File: src/rtl/mod_n_updown_counter_pkg.sv
// Shared encodings for the modulo-N counter family: count direction,
// terminal behaviour and the two-state run/done machine.
package mod_n_updown_counter_pkg;

    typedef enum logic {
        DIR_DOWN = 1'b0,
        DIR_UP   = 1'b1
    } dir_e;

    typedef enum logic {
        MODE_WRAP    = 1'b0,
        MODE_ONESHOT = 1'b1
    } mode_e;

    typedef enum logic {
        ST_COUNTING = 1'b0,
        ST_DONE     = 1'b1
    } state_e;

endpackage

File: src/rtl/mod_n_updown_counter.sv
// Parametrised modulo-N up/down counter with synchronous load, wrap or
// one-shot terminal behaviour, a registered terminal-count pulse and a
// combinational carry for chaining into the next stage's En.
module mod_n_updown_counter
    import mod_n_updown_counter_pkg::*;
#(
    parameter int unsigned WIDTH       = 8,
    parameter int unsigned MODULUS     = 2 ** WIDTH,
    parameter int unsigned RESET_VALUE = 0
) (
    input  logic             clock50,
    input  logic             Mr,
    input  logic             En,
    input  logic             load_en,
    input  logic [WIDTH-1:0] load_value,
    input  logic             up_dn,
    input  logic             one_shot,
    output logic [WIDTH-1:0] Qout,
    output logic             Tc,
    output logic             done,
    output logic             carry_out
);

    // Highest legal count, truncated to the counter width so that
    // MODULUS = 2**WIDTH becomes the all-ones natural wrap point.
    localparam logic [WIDTH-1:0] MAX_VAL   = WIDTH'(MODULUS - 1);
    localparam logic [WIDTH-1:0] RESET_CNT = WIDTH'(RESET_VALUE);

    if (MODULUS < 2 || 64'(MODULUS) > (64'd1 << WIDTH) || RESET_VALUE >= MODULUS) begin : g_bad_params
        $error("mod_n_updown_counter: illegal MODULUS/RESET_VALUE for WIDTH");
    end

    state_e           state_q, state_d;
    logic [WIDTH-1:0] count_q, count_d;
    logic             tc_q, tc_d;
    logic [WIDTH-1:0] terminal;
    logic             at_term;
    logic [WIDTH-1:0] load_clamped;

    // Terminal depends on the direction presented this cycle.
    always_comb begin
        terminal     = (up_dn == DIR_UP) ? MAX_VAL : '0;
        at_term      = (count_q == terminal);
        load_clamped = (load_value > MAX_VAL) ? MAX_VAL : load_value;
    end

    // State, count and terminal pulse registers with synchronous reset.
    always_ff @(posedge clock50) begin
        if (Mr) begin
            state_q <= ST_COUNTING;
            count_q <= RESET_CNT;
            tc_q    <= 1'b0;
        end else begin
            state_q <= state_d;
            count_q <= count_d;
            tc_q    <= tc_d;
        end
    end

    // Next state / next count: load beats counting; DONE ignores En.
    always_comb begin
        state_d = state_q;
        count_d = count_q;
        tc_d    = 1'b0;
        if (load_en) begin
            count_d = load_clamped;
            state_d = ST_COUNTING;
        end else if (En && state_q == ST_COUNTING) begin
            if (!at_term) begin
                // Away from the terminal the step never leaves 0..MODULUS-1.
                count_d = (up_dn == DIR_UP) ? count_q + 1'b1 : count_q - 1'b1;
            end else if (one_shot == MODE_ONESHOT) begin
                state_d = ST_DONE;
                tc_d    = 1'b1;
            end else begin
                count_d = (up_dn == DIR_UP) ? '0 : MAX_VAL;
                tc_d    = 1'b1;
            end
        end
    end

    // Outputs: registered count/pulse, done from state, combinational carry.
    always_comb begin
        Qout      = count_q;
        Tc        = tc_q;
        done      = (state_q == ST_DONE);
        carry_out = En && (state_q == ST_COUNTING) && at_term;
    end

endmodule
File: config.mk
export PLATFORM = sky130hd
export DESIGN_NAME = mod_n_updown_counter
export DESIGN_NICKNAME = d
export VERILOG_FILES = /design/src/rtl/mod_n_updown_counter_pkg.sv /design/src/rtl/mod_n_updown_counter.sv
export SDC_FILE = /design/constraint.sdc
export NUM_CORES = 1
export LEC_CHECK = 0
export ABC_CLOCK_PERIOD_IN_PS = 4900
export CAP_MARGIN = 20
export CORE_UTILIZATION = 40
export CTS_CLUSTER_DIAMETER = 200
export DETAILED_ROUTE_END_ITERATION = 10
export PLACE_DENSITY_LB_ADDON = 0.1
export SYNTH_ARGS = -nofsm -noshare
export SYNTH_HDL_FRONTEND = slang
export SYNTH_SLANG_ARGS = --single-unit
File: constraint.sdc
create_clock -name clock50 -period 4.9 [get_ports clock50]
set_input_delay 0.98 -clock clock50 [delete_from_list [all_inputs] [get_ports clock50]]
set_output_delay 0.98 -clock clock50 [all_outputs]
set_load 0.05 [all_outputs]
==> impl_metrics.py <==
metrics = {
    "sta": {
        "min_period_over_period": 0.878,
        "skew_ns": 0.00401,
        "worst_slack_ns": 0.597,
        "fmax_ghz": 0.232,
        "slew_headroom": 0.504,
        "final-setup-viol-count": 0,
        "slew_viol_final": 0,
        "rsz0062_at_grt": "no",
        "worst_pin_slew_ns": 0.742,
        "finalCriticalPeriod_ns": 4.30,
        "finalHoldViolCount": 0,
        "tns_ns": 0,
    },
    "logic_synthesis": {
        "synth_top_area_cell": "dfxtp_1",
        "ys.flop_type": "dfxtp_1",
        "ys_types": 44,
        "synth_mux_area_frac": 0.0221,
        "synth-simple-area-share": 0.203,
        "synth-seq-cells": 10,
        "ys_seq_area_frac": 0.221,
        "syn_inst": 111,
        "synth_edf_count": 0,
        "synth_top_family_by_area": "compound AO/OA/AOI/OAI gates",
        "yosys.area_share.xor_xnor": 0.0290,
        "yosysWarnings": 0,
        "syn_area_per_cell_um2": 8.17,
        "synth_area_leaders": "dfxtp_1, ha_1, a21oi_1",
        "synth_nets": 132,
        "synth-adder-area-share": 0.105,
        "synthArstFlopShare": 0,
        "synth_compound_area_frac": 0.375,
        "syn_area_um2": 907,
        "synth_top_area_share": 0.221,
    },
    "place": {
        "globalplace.congestion": 0.948,
        "dp_hpwl_um": 1850,
        "portBuffers": 24,
        "placed_area_mm2": 0.00116,
        "placedCellCount": 158,
        "preCtsSetupSlack_ns": 0.609,
    },
    "worst_setup_path": {
        "worstPathArrival_ns": 3.32,
        "reg2reg_to": "Qout[4]",
        "cp.required_ns": 3.92,
        "end_kind": "output pin",
        "crit_type": "in2out",
        "path_max_fanout": 14,
        "worst-r2r-setup-slack_ns": 2.87,
        "crit_start": "up_dn",
        "r2r_cells": 6,
        "r2r_start": "Qout[3]",
        "cp-start-kind": "input pin",
    },
    "detailed_routing": {
        "ant_nets": 0,
        "dr.pass1.iters": 4,
        "routed_via_density": 5.97,
        "highest_layer": "met4",
        "drt_iter0_drc": 20,
        "wl_met3_um": 113,
        "drt_wl_total_um": 2400,
        "detail_route.wl_per_cell_um": 14.8,
        "drc": 0,
        "wl_met2_um": 1150,
        "vias": 967,
        "met1Wirelength_um": 1100,
    },
    "min_path": {
        "worstHoldPathType": "reg2reg",
        "hold_end": "Qout[6]",
        "min_path_cells": 2,
        "min_from": "Qout[6]",
    },
    "clocking": {
        "cts_setup_buffers": 0,
        "hold_buffers": 0,
        "clkTransAtPathRegs_ns": 0.07,
        "cts_resized": 0,
        "cts_made_buffers": 3,
        "tritoncts": "yes",
        "clock_latency_ns": 0.27,
        "cts_max_path_buffers": 2,
        "htree_num_levels": 1,
        "clockRootBuffer": "clkbuf_4",
        "clock-sinks": 10,
    },
    "finish": {
        "stdcell_count": 162,
        "finalNetCount": 157,
        "fillers": 211,
        "final_cell_area_mm2": 0.00119,
        "area_growth_pct": 31.4,
        "n_antenna_cell": 0,
        "drive_gt1_frac": 0.0667,
    },
    "floorplanning": {
        "die_w_um": 49.6,
        "die-area_mm2": 0.00246,
        "num_rows": 16,
        "die_h_um": 49.6,
        "initial_core_util": 0.444,
        "core-area_mm2": 0.00204,
        "ioPinCount": 25,
    },
    "grt": {
        "grt_first_pass_wirelength_um": 4160,
        "track_usage": 0.220,
        "grt_pass1_vias": 911,
        "antenna_found_initial": 0,
        "grt_max_degree": 22,
        "grt-ovfl-total": 0,
    },
    "job": {
        "maxCapViolations": 0,
    },
    "power": {
        "clockPowerShare": 0.257,
        "vdd_ir_drop_max_v": 0.000197,
        "comb_power_share": 0.416,
        "swShare": 0.374,
        "power.density_mw_per_mm2": 247,
        "p_leak_nw": 0.496,
        "intPower_w": 0.000185,
        "p_seq_frac": 0.327,
        "p_switching_w": 0.000110,
    },
    "status": {
        "outcome": "completed",
    },
}
[synth_stat cells (all sizes together), types with 2 or more instances]
master    n
a31oi     3
a21oi    11
o311a     2
o21ai     2
inv       4
a21o      3
nand3     2
nand2     6
nor2b     2
dfxtp    10
mux2i     2
a2111oi   3
a211oi    3
ha        6
nor2      5
clkbuf    3
xor2      2
o211ai    5
and3      4
nand2b    4
nor3      6
a22oi     2
[critical path: stages]
cell and delay [ns]:
clkdlybuf4s50_1 0.54, clkinv_1 0.39, ha_1 0.58, and3_1 0.23, o211ai_1 0.22, nor2_1 0.17, buf_4 0.21
[power groups by stage]
stage          clock (W)  combinational, W  sequential [W]
6_report       0.0000759          0.000123       0.0000963
3_5_place_dp           0          0.000122       0.0000982
5_1_grt        0.0000824          0.000135       0.0000976
4_1_cts        0.0000793          0.000122       0.0000964
3_3_place_gp           0          0.000120       0.0000981
2_1_floorplan          0         0.0000635        0.000117
[cells in the final DEF (no fill, tap or decap), drive strengths merged, types with 3 or more instances in the layout]
master         synthesis  final
nor2                   5      5
clkdlybuf4s50          0     23
clkbuf                 3      4
a21o                   3      3
o211ai                 5      5
dfxtp                 10     10
nor3                   6      6
ha                     6      6
nand2                  6      6
a31oi                  3      3
nand2b                 4      4
a21oi                 11     11
a2111oi                3      3
inv                    4      4
and3                   4      4
a211oi                 3      3
[cell families after synthesis]
kind of cell               Yosys count
AOI/OAI and AO/OA                   46
buffers and inverters                9
xor gates and xnor gates             3
muxes                                2
and+or+nand+nor                     34
adders and majority gates            7
DFF                                 10
[per-stage QoR]
| stage | utilization | total power, W | hold slack (ns) |
|---|---|---|---|
| 5_1_grt | 0.584 | 0.000315 | 0.592 |
| 3_3_place_gp | 0.566 | 0.000218 | 0.520 |
| 4_1_cts | 0.584 | 0.000298 | 0.548 |
| 3_5_place_dp | 0.566 | 0.000220 | 0.537 |
| 2_1_floorplan | - | 0.000181 | 0.751 |
| 6_report | 0.584 | 0.000295 | 0.543 |
[worst max-delay path by stage]
stage | slack [ns] | cells after the start | end
floorplan | 1.12 | 5 | carry_out
global placement | 0.70 | 7 | carry_out
detailed placement | 0.61 | 7 | carry_out
CTS | 0.61 | 7 | carry_out
global route | 0.38 | 7 | carry_out
finish | 0.60 | 7 | carry_out
[cell type report]
class                      instances  area, um^2  share of cell area
clock buffer                       4        36.3              0.0304
inverter                           5        18.8              0.0157
multi-input combinational         92         666               0.558
sequential                        10         200               0.168
tap                               27        33.8              0.0283
timing repair buffer              24         238               0.199
[registers in the layout (all words and copies together) (netlist names)]
name / flops
Tc: 1
done: 1
Qout: 8
[layer usage]
metal	global-route usage	up-vias
met5	0	-
met4	0.0381	0
met3	0.0586	2
met2	0.383	29
met1	0.272	455
li1	-	481
Power figures use the tool's default switching activity.
